## config.mk

```make
export PLATFORM = sky130hd
export DESIGN_NAME = multi_cycle_ctrl
export DESIGN_NICKNAME = d
export VERILOG_FILES = /design/src/rtl/cpu_ctrl_pkg.sv /design/src/rtl/ctrl_decode.sv /design/src/rtl/multi_cycle_ctrl.sv
export SDC_FILE = /design/constraint.sdc
export NUM_CORES = 1
export LEC_CHECK = 0
export BUFFER_PORTS_ARGS = -buffer_cell sky130_fd_sc_hd__buf_2
export CAP_MARGIN = 20
export CORE_UTILIZATION = 57
export CTS_BUF_LIST = sky130_fd_sc_hd__clkbuf_8
export CTS_CLUSTER_DIAMETER = 60
export DETAILED_ROUTE_END_ITERATION = 10
export HOLD_SLACK_MARGIN = 0.02
export PLACE_DENSITY = 0.89
export SYNTH_ARGS = -nofsm -noshare
export SYNTH_HDL_FRONTEND = slang
export SYNTH_HIERARCHICAL = 1
export SYNTH_SLANG_ARGS = --single-unit
```

## constraint.sdc

```tcl
create_clock -name clk -period 5.2 [get_ports clk]
set_input_delay 0.78 -clock clk [delete_from_list [all_inputs] [get_ports clk]]
set_output_delay 0.78 -clock clk [all_outputs]
set_load 0.01 [all_outputs]
```

## src/rtl/cpu_ctrl_pkg.sv

```systemverilog
// Shared constants for the multi-cycle CPU control path: state codes, opcode/funct
// values, operation classes and datapath mux encodings.
package cpu_ctrl_pkg;

  localparam int unsigned STATE_W = 3;
  localparam int unsigned OP_W    = 6;
  localparam int unsigned PCSRC_W = 3;
  localparam int unsigned SEL_W   = 2;
  localparam int unsigned CNT_W   = 32;

  // FSM state codes; 5-7 are unused and fall back to FETCH
  localparam logic [STATE_W-1:0] ST_FETCH  = 3'd0;
  localparam logic [STATE_W-1:0] ST_DECODE = 3'd1;
  localparam logic [STATE_W-1:0] ST_EXEC   = 3'd2;
  localparam logic [STATE_W-1:0] ST_MEM    = 3'd3;
  localparam logic [STATE_W-1:0] ST_WB     = 3'd4;

  // Opcodes (Instruct[31:26])
  localparam logic [OP_W-1:0] OP_RTYPE  = 6'h00;
  localparam logic [OP_W-1:0] OP_REGIMM = 6'h01;
  localparam logic [OP_W-1:0] OP_J      = 6'h02;
  localparam logic [OP_W-1:0] OP_JAL    = 6'h03;
  localparam logic [OP_W-1:0] OP_BEQ    = 6'h04;
  localparam logic [OP_W-1:0] OP_BNE    = 6'h05;
  localparam logic [OP_W-1:0] OP_BLEZ   = 6'h06;
  localparam logic [OP_W-1:0] OP_BGTZ   = 6'h07;
  localparam logic [OP_W-1:0] OP_ADDI   = 6'h08;
  localparam logic [OP_W-1:0] OP_ADDIU  = 6'h09;
  localparam logic [OP_W-1:0] OP_SLTI   = 6'h0a;
  localparam logic [OP_W-1:0] OP_SLTIU  = 6'h0b;
  localparam logic [OP_W-1:0] OP_ANDI   = 6'h0c;
  localparam logic [OP_W-1:0] OP_LUI    = 6'h0f;
  localparam logic [OP_W-1:0] OP_LW     = 6'h23;
  localparam logic [OP_W-1:0] OP_SW     = 6'h2b;

  // Function codes (Instruct[5:0]) that change R-type behaviour
  localparam logic [OP_W-1:0] FN_JR   = 6'h08;
  localparam logic [OP_W-1:0] FN_JALR = 6'h09;

  // pc_src encodings
  localparam logic [PCSRC_W-1:0] PC_SRC_ALU    = 3'd0;
  localparam logic [PCSRC_W-1:0] PC_SRC_ALUOUT = 3'd1;
  localparam logic [PCSRC_W-1:0] PC_SRC_JUMP   = 3'd2;
  localparam logic [PCSRC_W-1:0] PC_SRC_REG    = 3'd3;
  localparam logic [PCSRC_W-1:0] PC_SRC_ILLOP  = 3'd4;
  localparam logic [PCSRC_W-1:0] PC_SRC_XADR   = 3'd5;

  // reg_dst encodings
  localparam logic [SEL_W-1:0] REG_DST_RD = 2'd0;
  localparam logic [SEL_W-1:0] REG_DST_RT = 2'd1;
  localparam logic [SEL_W-1:0] REG_DST_RA = 2'd2;
  localparam logic [SEL_W-1:0] REG_DST_XP = 2'd3;

  // mem_to_reg encodings
  localparam logic [SEL_W-1:0] M2R_ALU = 2'd0;
  localparam logic [SEL_W-1:0] M2R_MEM = 2'd1;
  localparam logic [SEL_W-1:0] M2R_PC  = 2'd2;

  // alu_src_b encodings
  localparam logic [SEL_W-1:0] ALUB_REG   = 2'd0;
  localparam logic [SEL_W-1:0] ALUB_FOUR  = 2'd1;
  localparam logic [SEL_W-1:0] ALUB_IMM   = 2'd2;
  localparam logic [SEL_W-1:0] ALUB_IMMSH = 2'd3;

  typedef enum logic [3:0] {
    CLS_R    = 4'd0,
    CLS_JR   = 4'd1,
    CLS_JALR = 4'd2,
    CLS_LW   = 4'd3,
    CLS_SW   = 4'd4,
    CLS_IALU = 4'd5,
    CLS_BR   = 4'd6,
    CLS_J    = 4'd7,
    CLS_JAL  = 4'd8,
    CLS_ILL  = 4'd9
  } op_class_e;

endpackage

```

## src/rtl/ctrl_decode.sv

```systemverilog
// Combinational opcode/funct classifier for the multi-cycle controller.
module ctrl_decode
  import cpu_ctrl_pkg::*;
(
  input  logic [OP_W-1:0] opcode,
  input  logic [OP_W-1:0] funct,
  output op_class_e       op_class_c
);

  // Map the instruction fields onto one operation class
  always_comb begin
    op_class_c = CLS_ILL;
    case (opcode)
      OP_RTYPE: begin
        if (funct == FN_JR)        op_class_c = CLS_JR;
        else if (funct == FN_JALR) op_class_c = CLS_JALR;
        else                       op_class_c = CLS_R;
      end
      OP_LW:  op_class_c = CLS_LW;
      OP_SW:  op_class_c = CLS_SW;
      OP_ADDI, OP_ADDIU, OP_SLTI, OP_SLTIU, OP_ANDI, OP_LUI:
        op_class_c = CLS_IALU;
      OP_REGIMM, OP_BEQ, OP_BNE, OP_BLEZ, OP_BGTZ:
        op_class_c = CLS_BR;
      OP_J:   op_class_c = CLS_J;
      OP_JAL: op_class_c = CLS_JAL;
      default: op_class_c = CLS_ILL;
    endcase
  end

endmodule

```

## src/rtl/multi_cycle_ctrl.sv

```systemverilog
// Moore control FSM for a multi-cycle MIPS-style datapath with a retired-instruction
// counter. Define MULTI_CYCLE_CTRL_IRQ_EN to let irq (sampled in DECODE while not in
// kernel mode) trap to the ILLOP vector; otherwise irq is ignored.
module multi_cycle_ctrl
  import cpu_ctrl_pkg::*;
(
  input  logic               clk,
  input  logic               reset,
  input  logic [OP_W-1:0]    opcode,
  input  logic [OP_W-1:0]    funct,
  input  logic               cond,
  input  logic               irq,
  input  logic               pc_sup,
  output logic               pc_wr,
  output logic               ir_wr,
  output logic               mem_rd,
  output logic               mem_wr,
  output logic               reg_wr,
  output logic               i_or_d,
  output logic               alu_src_a,
  output logic [SEL_W-1:0]   alu_src_b,
  output logic [SEL_W-1:0]   reg_dst,
  output logic [SEL_W-1:0]   mem_to_reg,
  output logic [PCSRC_W-1:0] pc_src,
  output logic [STATE_W-1:0] state,
  output logic [CNT_W-1:0]   retired
);

  logic [STATE_W-1:0] state_q, state_d;
  logic [CNT_W-1:0]   retired_q, retired_d;
  logic               retire_c;
  logic               irq_take_c;
  op_class_e          op_class_c;

  ctrl_decode u_decode (
    .opcode     (opcode),
    .funct      (funct),
    .op_class_c (op_class_c)
  );

`ifdef MULTI_CYCLE_CTRL_IRQ_EN
  // Interrupts are only honoured outside kernel mode
  assign irq_take_c = irq & ~pc_sup;
`else
  // irq/pc_sup kept as pins only
  logic unused_irq;
  assign unused_irq = irq ^ pc_sup;
  assign irq_take_c = 1'b0;
`endif

  // State and retired-count registers
  always_ff @(posedge clk or negedge reset) begin
    if (!reset) begin
      state_q   <= ST_FETCH;
      retired_q <= '0;
    end else begin
      state_q   <= state_d;
      retired_q <= retired_d;
    end
  end

  // Next-state logic; retire_c marks the final cycle of a completed instruction
  always_comb begin
    state_d  = ST_FETCH;
    retire_c = 1'b0;
    case (state_q)
      ST_FETCH: state_d = ST_DECODE;
      ST_DECODE: begin
        if (irq_take_c || (op_class_c == CLS_ILL)) state_d = ST_FETCH;
        else                                       state_d = ST_EXEC;
      end
      ST_EXEC: begin
        case (op_class_c)
          CLS_R, CLS_IALU: state_d = ST_WB;
          CLS_LW, CLS_SW:  state_d = ST_MEM;
          CLS_JR, CLS_JALR, CLS_BR, CLS_J, CLS_JAL: begin
            state_d  = ST_FETCH;
            retire_c = 1'b1;
          end
          default: state_d = ST_FETCH;
        endcase
      end
      ST_MEM: begin
        if (op_class_c == CLS_LW) begin
          state_d = ST_WB;
        end else begin
          state_d  = ST_FETCH;
          retire_c = (op_class_c == CLS_SW);
        end
      end
      ST_WB: begin
        state_d  = ST_FETCH;
        retire_c = 1'b1;
      end
      default: state_d = ST_FETCH;
    endcase
  end

  // Retired counter wraps naturally at 2^32
  always_comb begin
    retired_d = retired_q;
    if (retire_c) retired_d = retired_q + CNT_W'(1);
  end

  // Moore output decode from the current state
  always_comb begin
    pc_wr      = 1'b0;
    ir_wr      = 1'b0;
    mem_rd     = 1'b0;
    mem_wr     = 1'b0;
    reg_wr     = 1'b0;
    i_or_d     = 1'b0;
    alu_src_a  = 1'b0;
    alu_src_b  = ALUB_REG;
    reg_dst    = REG_DST_RD;
    mem_to_reg = M2R_ALU;
    pc_src     = PC_SRC_ALU;
    case (state_q)
      ST_FETCH: begin
        mem_rd    = 1'b1;
        ir_wr     = 1'b1;
        alu_src_b = ALUB_FOUR;
        pc_wr     = 1'b1;
      end
      ST_DECODE: begin
        alu_src_b = ALUB_IMMSH;
        if (irq_take_c || (op_class_c == CLS_ILL)) begin
          pc_src     = irq_take_c ? PC_SRC_ILLOP : PC_SRC_XADR;
          pc_wr      = 1'b1;
          reg_dst    = REG_DST_XP;
          mem_to_reg = M2R_PC;
          reg_wr     = 1'b1;
        end
      end
      ST_EXEC: begin
        case (op_class_c)
          CLS_IALU: alu_src_b = ALUB_IMM;
          CLS_JR: begin
            pc_src = PC_SRC_REG;
            pc_wr  = 1'b1;
          end
          CLS_JALR: begin
            pc_src     = PC_SRC_REG;
            pc_wr      = 1'b1;
            reg_dst    = REG_DST_RD;
            mem_to_reg = M2R_PC;
            reg_wr     = 1'b1;
          end
          CLS_BR: begin
            pc_src = PC_SRC_ALUOUT;
            pc_wr  = cond;
          end
          CLS_J: begin
            pc_src = PC_SRC_JUMP;
            pc_wr  = 1'b1;
          end
          CLS_JAL: begin
            pc_src     = PC_SRC_JUMP;
            pc_wr      = 1'b1;
            reg_dst    = REG_DST_RA;
            mem_to_reg = M2R_PC;
            reg_wr     = 1'b1;
          end
          default: ;
        endcase
      end
      ST_MEM: begin
        if (op_class_c == CLS_LW) begin
          mem_rd = 1'b1;
          i_or_d = 1'b1;
        end else if (op_class_c == CLS_SW) begin
          mem_wr = 1'b1;
          i_or_d = 1'b1;
        end
      end
      ST_WB: begin
        reg_wr = 1'b1;
        if (op_class_c == CLS_LW) begin
          reg_dst    = REG_DST_RT;
          mem_to_reg = M2R_MEM;
        end else if (op_class_c == CLS_IALU) begin
          reg_dst = REG_DST_RT;
        end
      end
      default: ;
    endcase
  end

  assign state   = state_q;
  assign retired = retired_q;

endmodule

```

# Word-level counts from Yosys, hierarchy flattened

Cells that the tools add are included.

Register bits: 35
Logic and storage cells: 82
Output and inout port bits: 51
Bits of input ports: 17

Reduce and logical (&&, ||, !) cells: 12
Eq/ne operators: 30
Add/subtract/negate cells: 1
Multiplexer cells: 37

Operator list:

| cell                                                 | number |
|---|---|
| equality test 6 x 4 -> 1 bit (second input constant) | 8 |
| adder 32 x 1 -> 32 bit (second input constant)       | 1 |
| case mux 4 bit (7 select lines)                      | 1 |
| equality test 6 x 3 -> 1 bit (second input constant) | 4 |
| case mux 2 bit (3 select lines)                      | 4 |
| equality test 4 x 3 -> 1 bit (second input constant) | 4 |
| two-way mux 1 bit                                    | 14 |
| two-way mux 2 bit                                    | 7 |
| equality test 6 x 2 -> 1 bit (second input constant) | 2 |
| equality test 6 bit (second input constant)          | 2 |
| case mux 3 bit (2 select lines)                      | 2 |
| case mux 3 bit (4 select lines)                      | 1 |
| OR reduction 2 bit                                   | 5 |
| OR reduction 5 bit                                   | 2 |
| case mux 1 bit (3 select lines)                      | 3 |
| equality test 4 x 2 -> 1 bit (second input constant) | 2 |
| equality test 4 bit (second input constant)          | 2 |
| equality test 3 x 2 -> 1 bit (second input constant) | 2 |
| equality test 6 x 1 -> 1 bit (second input constant) | 1 |
| logical NOT 6 bit                                    | 1 |
| two-way mux 3 bit                                    | 2 |
| OR reduction 6 bit                                   | 1 |
| equality test 4 x 1 -> 1 bit (second input constant) | 1 |
| logical NOT 4 bit                                    | 1 |
| other kinds (6)                                      | 7 |

# Depth between registers and ports, before layout

Gate-level depths: netlist of run 1.

Word-level depth: 8
Depth in mapped cells: 14
Gate-level depth less buffers: 10

# Modules after synthesis

The synthesis of run 1 kept the hierarchy.

Modules (own cells, without submodules):

| module           | area an instance (µm²) | cells each | sequential area each (µm²) | instances |
|---|---|---|---|---|
| multi_cycle_ctrl | 2010.7                 | 220        | 875.8                      | 1 |
| ctrl_decode      | 196.4                  | 31         | 0.0                        | 1 |

# Worst setup path before layout of run 1

No wires, ideal clock.

Path type: input port to output port
Start point: in opcode[1]
End point: out pc_wr
Required time: 4.420 ns
Stages: 11
Slack: 2.008 ns
Path buffers: 3
Data arrival time: 2.412 ns
Cells stage by stage: buf_6 > nor4_1 > nand3_1 > nor2_1 > or3_1 > buf_2 > clkbuf_1 > nand3_1 > a21oi_1 > nor2_1 > o211ai_1

Longest elaborated chain between the ends: 7
Elaborated cells on any way between the ends: 29
Those cells by class: 21 x eq/ne; 4 x mux; 4 x reduce/logical

RTL lines:

| element                                                         | RTL line                | text |
|---|---|---|
| from (decl)                                                     | multi_cycle_ctrl.sv:9   | `input logic [OP_W-1:0] opcode,` |
| equality test 6 x 4 -> 1 bit, or another cell as far along      | ctrl_decode.sv:13       | `case (opcode)` |
| OR reduction 6 bit / OR reduction 5 bit (equally long branches) | ctrl_decode.sv:13       |  |
| case mux 4 bit (7 select lines) (*)                             | ctrl_decode.sv:13       |  |
| named net op_class_c[0]                                         | multi_cycle_ctrl.sv:33  | `op_class_e op_class_c;` |
| equality test 4 x 1 -> 1 bit, or another cell as far along      | multi_cycle_ctrl.sv:136 | `case (op_class_c)` |
| OR reduction 4 bit (no source line)                             | --                      |  |
| case mux 1 bit (2 select lines)                                 | multi_cycle_ctrl.sv:136 |  |
| case mux 1 bit (3 select lines) (*)                             | multi_cycle_ctrl.sv:118 | `case (state_q)` |
| to (decl)                                                       | multi_cycle_ctrl.sv:14  | `output logic pc_wr,` |

Mark *: on every way through the listed nets, which the timed path passes. The rest lies on a longest branch.

# Final worst setup path of run 1

Start point: in opcode[2]
End point: out pc_wr

The elaborated chain is that of the path after synthesis.

==> results of run 1 <==
[routing by layer]
metal / wire length, um / share of wire [%] / vias to the layer above
li1: - / - / 1010
met1: 2140 / 42 / 998
met3: 282 / 5.6 / 10
met5: 0 / 0 / -
met2: 2520 / 50 / 78
met4: 104 / 2.1 / 0
[flip-flops by register name (all words and copies together) (netlist names)]
name	cells
retired	32
state	3
[cell type report]
| class | count | area [um2] |
|---|---|---|
| Timing Repair Buffer | 65 | 328 |
| Inverter | 8 | 30.0 |
| Sequential cell | 35 | 876 |
| Clock buffer | 7 | 96.3 |
| Tap cell | 48 | 60.1 |
| Multi-Input combinational cell | 196 | 1220 |
| Fill cell | 306 | 1080 |
| Clock inverter | 1 | 3.75 |
[metrics by stage]
step	worst slack [ns]	cell area, um2
2_1_floorplan	2.01	2210
3_3_place_gp	1.56	2510
3_5_place_dp	1.46	2510
4_1_cts	1.72	2610
5_1_grt	1.35	2610
6_report	1.72	2610
[worst register-to-register path: stages (launching register included)]
cell,delay [ns]
dfrtp_1,0.46
inv_2,0.08
or3_1,0.56
o21ai_1,0.86
nand4_1,0.25
xnor2_1,0.20
[cell families (layout without fill, tap and decap cells)]
kind of cell / Yosys count / in the layout
compound gates: 34 / 34
xor+xnor: 32 / 32
fa+ha+maj: 1 / 1
buf+inv: 20 / 81
flops: 35 / 35
mux: 1 / 1
other cells: 1 / 1
simple gates: 127 / 127
[power groups by stage]
| stage | Clock [mW] | Combinational, mW | Sequential [mW] |
|---|---|---|---|
| after global routing | 0.228 | 0.308 | 0.359 |
| after CTS | 0.218 | 0.278 | 0.352 |
| after global placement | 0 | 0.271 | 0.354 |
| final | 0.215 | 0.277 | 0.352 |
| after floorplan | 0 | 0.161 | 0.364 |
| after detailed placement | 0 | 0.276 | 0.357 |
[worst max-delay path by stage]
stage               startpoint                 endpoint  slack, ns  cells past startpoint
global route         opcode[5]                   reg_wr       1.35                     11
finish               opcode[2]                    pc_wr       1.72                     11
detailed placement   opcode[5]  retired[25]$_DFFE_PN0P_       1.46                     11
global placement      funct[1]  retired[31]$_DFFE_PN0P_       1.56                     11
CTS                  opcode[5]  retired[11]$_DFFE_PN0P_       1.72                     11
floorplan            opcode[1]                    pc_wr       2.01                     11
[cell usage in the layout, fill, tap and decap left out, drive strengths merged, types with 9 or more instances in the layout]
cell type and count:
buf 65, dfrtp 35, nand2 28, nor2 24
xor2 17, xnor2 15, nor3 15, nand3 13
and3 10, nand4 10, o21ai 10, inv 9
nor4 9
==> reports/qor.txt, run 1 <==
Vias in the first global route: 1870
Int Pwr: 0.537 mW
Buffers on Ports: 64
Fmax achieved: 288 MHz
Worst skew pair latency: 0.29 ns
Hold Path Origin: retired[31]$_DFFE_PN0P_
CTS max path bufs: 2
Row cnt: 22
Clock power frac: 25.4%
Total power: 0.845 mW
Worst path slowest cell: or3_1
Skew final: 0.00305 ns
Switching power: 0.308 mW
Via-to-Cell Ratio: 5.82
CP Capture Type: output pin
Final hold vios: 0
Largest area contributor in the netlist: dfrtp_1
# diodes: 0
Syn avg cell area: 8.79 um2
Crit path buf inv count: 2
Synth async-reset ratio: 100%
Hold path endpoint: retired[31]$_DFFE_PN0P_
Static leakage: 1.30 nW
Gr busiest metal: met2
Arr. time, crit path: 2.70 ns
Reg2Reg Depth: 5
Most used DFF post-synth: dfrtp_1
Syn nets: 269
CTS root buffer: clkbuf_8
Hold Crit Class: register to register
Pwr/cell area: 323 nW/um2
Final Instance Count excl. Fillers: 360
Hold Path Stages: 1
Relative slew slack: 32.5%
Peak supply drop: 226 uV
Max Cap Viol: 0
Setup TNS: 0 ns
R2r setup slk: 2.68 ns
Mux cell area share after synthesis: 0.454%
Drt drc: 0
Final hold slack: 0.466 ns
Synthesized area: 2210 um2
Part of the cycle the worst path needs: 66.9%
Pre-antenna DRT Iters: 4
Die Y-Extent: 64.2 um
Compound-Gate Fraction of Synth Area: 9.69%
CP peak stage delay: 0.58 ns
Final wirelength: 5050 um
RSZ-0062 raised after global routing: false
Synthesized flop and latch total: 35
Initial antenna violation count: 0
R2R Path End: retired[11]$_DFFE_PN0P_
CP top delay family: simple AND/OR/NAND/NOR gates
Synth top area share: 39.7%
RePlAce Congestion: 0.930
Post CTS Setup Buffer Count: 0
Tmin final: 3.48 ns
TritonCTS clock tree: built
Initial DRC count: 184
CP dominant cell by count: o21ai_0
Cells after synthesis: 251
Post-synth EDFFs: 0
CP Data Required Time: 4.42 ns
Antenna Nets Post-Route: 0
Grt met1 use: 32.9%
Hold_buf cts: 0
Final Util: 70.8%
Max FO, Critical Path: 17
Placed cells: 352
CTS resizes: 0
Library cells used by synthesis: 48
Num ports: 68
Synth Area in XOR/XNOR: 12.7%
Vias: 2096
Worst-margin pin slew: 1.01 ns
Crit Path Category: input pin to output pin
Cell with the most instances after synthesis: dfrtp_1
Sink Count: 35
Met2 Use GR: 44.9%
Final nets: 329
Routed WL per cell: 14.0 um
Worst r2r src: state[1]$_DFF_PN0_
GRT Resource Usage Total: 27.1%
Status: finished clean
Synth area leaders: dfrtp_1 (40%), xor2_1 (6.7%), xnor2_1 (6.0%)
Startpoint types: input pin
Global-route wire length before repair: 8540 um
H-tree Lvls: 2
Total gr overflow: 0
Post-DP HPWL: 3700 um
Part of the power in combinational logic: 32.8%
Commonest cells post-synth: dfrtp_1 (35), nand2_1 (28), nor2_1 (24), xor2_1 (17), xnor2_1 (15)
Clock-pin slew on the worst setup and hold paths: 0.06 ns
CTS Buf Count: 5
Post-Synth Adder-Cell Area: 0.567%
Die ar.: 4120 um2
Setup violators final: 0
Cell-by-cell trace of the critical path: buf_2 -> nand4b_1 -> o21ai_0 -> o21ai_0 -> or3_1 -> nor2_1 -> o21ai_0 -> a21oi_1 -> nor2_1 -> o211ai_1 -> buf_2
Largest net degree at the start of global routing: 36
Sequential area share after synthesis: 39.7%
Yosys warns: 6
Grt met3 use: 6.25%
Die X: 64.2 um
Synth Area in Simple Gates: 31.6%
Share of cells above drive strength 1: 26.3%
Max Slew Vio Count: 0
Main combinational cell family by area after synthesis: simple AND/OR/NAND/NOR gates
Starting Density: 59.8%
Sequential group share of total power: 41.7%
Switch share: 36.5%
Core Area: 3690 um2
Syn-to-layout area delta: 18.4%
Note: power is estimated with default switching activity, not from simulation.
==> inputs of run 2 (changes only) <==
Settings changed: CORE_UTILIZATION 57 to 53, PLACE_DENSITY 0.89 to 0.83.
Clock period 5.2 ns to 3.6 ns, I/O delays scaled along.
==> reports/qor.txt, run 2 (synthesis results as in run 1) <==
Die Y-Extent: 66.5 um
Most common cell after layout, fill and taps aside: buf_2
Setup violators final: 0
Startpoint types: input pin
Grt met1 use: 30.6%
Post-DP HPWL: 3670 um
TritonCTS clock tree: built
Worst r2r src: state[1]$_DFF_PN0_
Final hold vios: 0
Fmax achieved: 330 MHz
Antenna Nets Post-Route: 0
Initial DRC count: 149
Vias: 2048
CTS max path bufs: 2
Dpl ws: 0.404 ns
Max Slew Vio Count: 0
Row cnt: 23
H-tree Lvls: 2
CTS root buffer: clkbuf_8
Final nets: 332
Arr. time, crit path: 2.49 ns
RePlAce Congestion: 0.872
Num ports: 68
Relative slew slack: 49.6%
Met2 Use GR: 43.5%
CTS Buf Count: 5
Vias in the first global route: 1938
Die ar.: 4430 um2
R2r setup slk: 1.34 ns
Most frequent cells in the layout: buf_2 (64), dfrtp_1 (35), nand2_1 (28)
CP Data Required Time: 3.06 ns
Max Cap Viol: 0
GRT Resource Usage Total: 25.2%
CP startpoint: opcode[5]
Hold Crit Class: input pin to asynchronous set/reset pin
Sink Count: 35
Initial antenna violation count: 0
Pre-antenna DRT Iters: 4
Reg2Reg Depth: 6
Max reg flops: 32
Share of cells above drive strength 1: 26.7%
Clock-pin slew on the worst setup and hold paths: 0.07 ns
CTS resizes: 0
Gr busiest metal: met2
Via-to-Cell Ratio: 5.61
Placement Cell Area: 2540 um2
Routed WL per cell: 14.0 um
Filler Cells Inserted: 352
Final hold slack: 0.315 ns
Starting Density: 55.2%
Largest net degree at the start of global routing: 36
Total gr overflow: 0
Die X: 66.5 um
Hold_buf cts: 0
Status: finished clean
Drt drc: 0
Peak supply drop: 278 uV
Global-route wire length before repair: 8550 um
Design Area, Final: 2620 um2
Worst-margin pin slew: 0.756 ns
CP Capture Type: output pin
Syn-to-layout area delta: 18.7%
Part of the cycle the worst path needs: 84.1%
Core Area: 4000 um2
Buffers on Ports: 64
Max FO, Critical Path: 17
# diodes: 0
RSZ-0062 raised after global routing: false
Static leakage: 1.31 nW
Skew final: 0.00576 ns
Pwr/cell area: 450 nW/um2
Post CTS Setup Buffer Count: 0
Tmin final: 3.03 ns
R2R Path End: retired[10]$_DFFE_PN0P_
Final wirelength: 5100 um
Worst skew pair latency: 0.29 ns
Setup TNS: 0 ns
Crit Path Category: input pin to output pin
Setup WS post-layout: 0.574 ns
Grt met3 use: 5.48%
[run 2: metrics by stage]
stage                     utilization (%)  cells  power (mW)
final                                65.5    365        1.18
after global placement               63.4    357       0.907
after CTS                            65.5    365        1.18
after detailed placement             63.4    357       0.916
after floorplan                         -    251       0.759
after global routing                 65.5    365        1.25
[run 2: layout make-up]
| cell class | instances | area, um2 | area share (%) |
|---|---|---|---|
| clock buffer | 5 | 68.8 | 2.63 |
| clock inverter | 3 | 12.5 | 0.478 |
| sequential | 35 | 876 | 33.4 |
| tap | 50 | 62.6 | 2.39 |
| multi-input combinational | 196 | 1220 | 46.5 |
| timing repair buffer | 68 | 350 | 13.4 |
| inverter | 8 | 30.0 | 1.15 |
[run 2: worst max-delay path by stage]
stage,end,slack [ns],depth (start not counted)
final,reg_wr,0.57,11
after detailed placement,retired[5]$_DFFE_PN0P_,0.40,12
after CTS,reg_wr,0.61,11
after global routing,reg_wr,0.31,11
after floorplan,pc_wr,0.89,11
after global placement,retired[5]$_DFFE_PN0P_,0.44,12
[run 2: critical path, cell delays in order]
cell and delay [ns]:
buf_2 0.16, nor4_1 0.29, nand3_1 0.13, nor2_1 0.10
or3_1 0.48, nand2_1 0.15, nor2_1 0.19, a21oi_1 0.09
nor2_1 0.12, or2_1 0.11, buf_2 0.12
[run 2: report_power, final]
part / leakage (nW) / internal (mW) / switching [mW] / total [mW]
Clock: 0.0505 / 0.130 / 0.135 / 0.265
Sequential: 0.468 / 0.440 / 0.0684 / 0.509
Combinational: 0.792 / 0.166 / 0.238 / 0.404
[run 2: layer usage]
layer	up-vias	wire length [um]
met3	9	278
li1	1008	-
met2	71	2450
met5	-	0
met1	960	2280
met4	0	91
==> inputs of run 3 (changes only) <==
Settings changed: ABC_AREA set to 1, CORE_UTILIZATION 53 to 51, PLACE_DENSITY 0.83 to 0.81.
Clock period 3.6 ns to 2.45 ns, I/O delays scaled along.
==> reports/qor.txt, run 3 <==
Status: finished clean
Pwr/cell area: 484 nW/um2
Largest area contributor in the netlist: dfrtp_1
CP Capture Type: output pin
RePlAce Congestion: 0.947
Static leakage: 1.85 nW
Synthesized flop and latch total: 35
Syn nets: 485
# diodes: 0
Yosys warns: 6
Setup TNS: 0 ns
Total power: 1.62 mW
Met3 WL: 432 um
Setup WS post-layout: 0.155 ns
Commonest cells post-synth: nand2_1 (188), nor2_1 (70), nand3_1 (52), inv_1 (49), dfrtp_1 (35)
Share of cells above drive strength 1: 20.3%
Cells after synthesis: 467
Buffers on Ports: 64
Most frequent cells in the layout: nand2_1 (188), nor2_1 (66), buf_2 (64)
Max Cap Viol: 0
Sequential area share after synthesis: 30.8%
Row cnt: 26
Antenna Nets Post-Route: 0
Pre-antenna DRT Iters: 5
Final hold vios: 0
Int Pwr: 1.03 mW
Switching power: 0.595 mW
Fmax achieved: 436 MHz
Worst skew pair latency: 0.29 ns
Hold Crit Class: input pin to asynchronous set/reset pin
Die ar.: 5880 um2
Drt drc: 0
Peak supply drop: 383 uV
H-tree Lvls: 2
Filler Cells Inserted: 500
Global-route wire length before repair: 12300 um
Part of the cycle the worst path needs: 93.7%
Initial DRC count: 221
Max FO, Critical Path: 5
Die Y-Extent: 76.7 um
CTS root buffer: clkbuf_8
Final wirelength: 6950 um
Sequential group share of total power: 41.5%
Synth async-reset ratio: 100%
Met2 routed WL: 3370 um
Synth area leaders: dfrtp_1 (31%), nand2_1 (25%), nor2_1 (9.2%)
TritonCTS clock tree: built
Syn avg cell area: 6.09 um2
CTS max path bufs: 2
Placed cells: 598
Skew final: 0.0102 ns
Sink Count: 35
Switch share: 36.7%
Clock-pin slew on the worst setup and hold paths: 0.07 ns
Tmin final: 2.30 ns
Clock power frac: 26.2%
Dpl ws: 0.0556 ns
Crit Path Category: input pin to output pin
Arr. time, crit path: 1.93 ns
Synth top area share: 30.8%
Largest net degree at the start of global routing: 38
Num ports: 68
Relative slew slack: 48.7%
Most common cell after layout, fill and taps aside: nand2_1
Most used DFF post-synth: dfrtp_1
Die X: 76.7 um
Post-DP HPWL: 5180 um
CTS Buf Count: 5
Setup violators final: 0
Max Slew Vio Count: 0
RSZ-0062 raised after global routing: true
GRT Resource Usage Total: 25.6%
Initial antenna violation count: 0
Via-to-Cell Ratio: 5.06
CP Data Required Time: 2.08 ns
Cell with the most instances after synthesis: nand2_1
Library cells used by synthesis: 28
Hold_buf cts: 0
Part of the power in combinational logic: 32.3%
Post-synth EDFFs: 0
Core Area: 5240 um2
Routed length on met1: 3040 um
Final Instance Count excl. Fillers: 606
Max reg flops: 32
Starting Density: 54.3%
Routed WL per cell: 11.5 um
Total gr overflow: 0
Worst-margin pin slew: 0.769 ns
Vias in the first global route: 2870
Syn-to-layout area delta: 18.0%
Startpoint types: input pin
Final nets: 554
Vias: 3069
Max layer used: met4
Synthesized area: 2840 um2
-- run 3: changes by cell type in the layout (fill, tap and decap cells not counted), sizes merged, moves of 9 or more --
cell	previous run	this run
nand3	13	54
nor3	15	5
nand2	28	199
inv	10	52
nor4	9	0
xnor2	15	1
and3	10	0
nor2	24	76
-- run 3: kinds of logic (layout without fill, tap and decap cells) --
kind of cell | Yosys count | count (layout) | share of synthesized area, %
flip-flops | 35 | 35 | 30.8
AND/OR/NAND/NOR | 340 | 340 | 52.0
AO/OA/AOI/OAI | 15 | 15 | 2.64
XOR/XNOR | 14 | 14 | 4.31
other | 1 | 1 | 0.132
buffers and inverters | 61 | 130 | 9.63
adder cells (fa/ha/maj) | 1 | 1 | 0.440
-- run 3: power by group through the flow --
stage	Sequential, mW	Combinational [mW]	Clock (mW)
3_3_place_gp	0.680	0.499	0
6_report	0.674	0.524	0.426
4_1_cts	0.671	0.514	0.432
5_1_grt	0.684	0.597	0.458
2_1_floorplan	0.693	0.314	0
3_5_place_dp	0.683	0.510	0
-- run 3: final cells by class --
type                    count  area, um2  area share, %
clock inverters             1       5.00          0.149
well taps                  70       87.6           2.61
multi-input cells         371       1730           51.4
inverters                  52        195           5.81
flip-flops and latches     35        876           26.1
clock buffers               6       82.6           2.46
repair buffers             71        385           11.5
-- run 3: per-stage QoR --
step | instance area [um2] | hold slack, ns | util [%]
after floorplan | 2840 | 0.0719 | -
after global placement | 3230 | 0.483 | 61.7
after detailed placement | 3230 | 0.490 | 61.7
after CTS | 3320 | 0.178 | 63.4
after global routing | 3360 | 0.217 | 64.1
final | 3360 | 0.152 | 64.1
-- run 3: timing repair --
| item | in CTS | in global routing |
|---|---|---|
| endpoints found under the setup margin | 0 | 10 |
| setup buffers | 0 | 1 |
| endpoints found under the hold margin | 0 | 0 |
| gates resized for setup | 0 | 9 |
-- run 3: per-layer routing --
metal / GRT usage, % / up-vias
met5: 0 / -
met1: 31.4 / 1370
met3: 4.17 / 9
met4: 10.4 / 0
li1: - / 1582
met2: 44.4 / 108
-- run 3: final timing paths --
kind,cells after the start,to,slack [ns],from
max,13,reg_dst[0],0.15,opcode[0]
min,1,retired[19]$_DFFE_PN0P_,0.15,reset
max reg2reg,10,retired[30]$_DFFE_PN0P_,0.65,retired[0]$_DFFE_PN0P_
min reg2reg,2,retired[31]$_DFFE_PN0P_,0.56,retired[31]$_DFFE_PN0P_
max in group asynchronous,1,retired[20]$_DFFE_PN0P_,1.81,reset
min in group clk,2,retired[31]$_DFFE_PN0P_,0.56,retired[31]$_DFFE_PN0P_
-- run 3: critical path, stage by stage --
cell	delay [ns]
buf_2	0.12
nand2_1	0.11
nand3_1	0.11
nand2_2	0.09
inv_2	0.04
nor2_4	0.08
nand2_1	0.18
nor2_2	0.20
inv_1	0.10
nor2_1	0.20
nor2_1	0.06
o21ai_0	0.13
buf_2	0.15
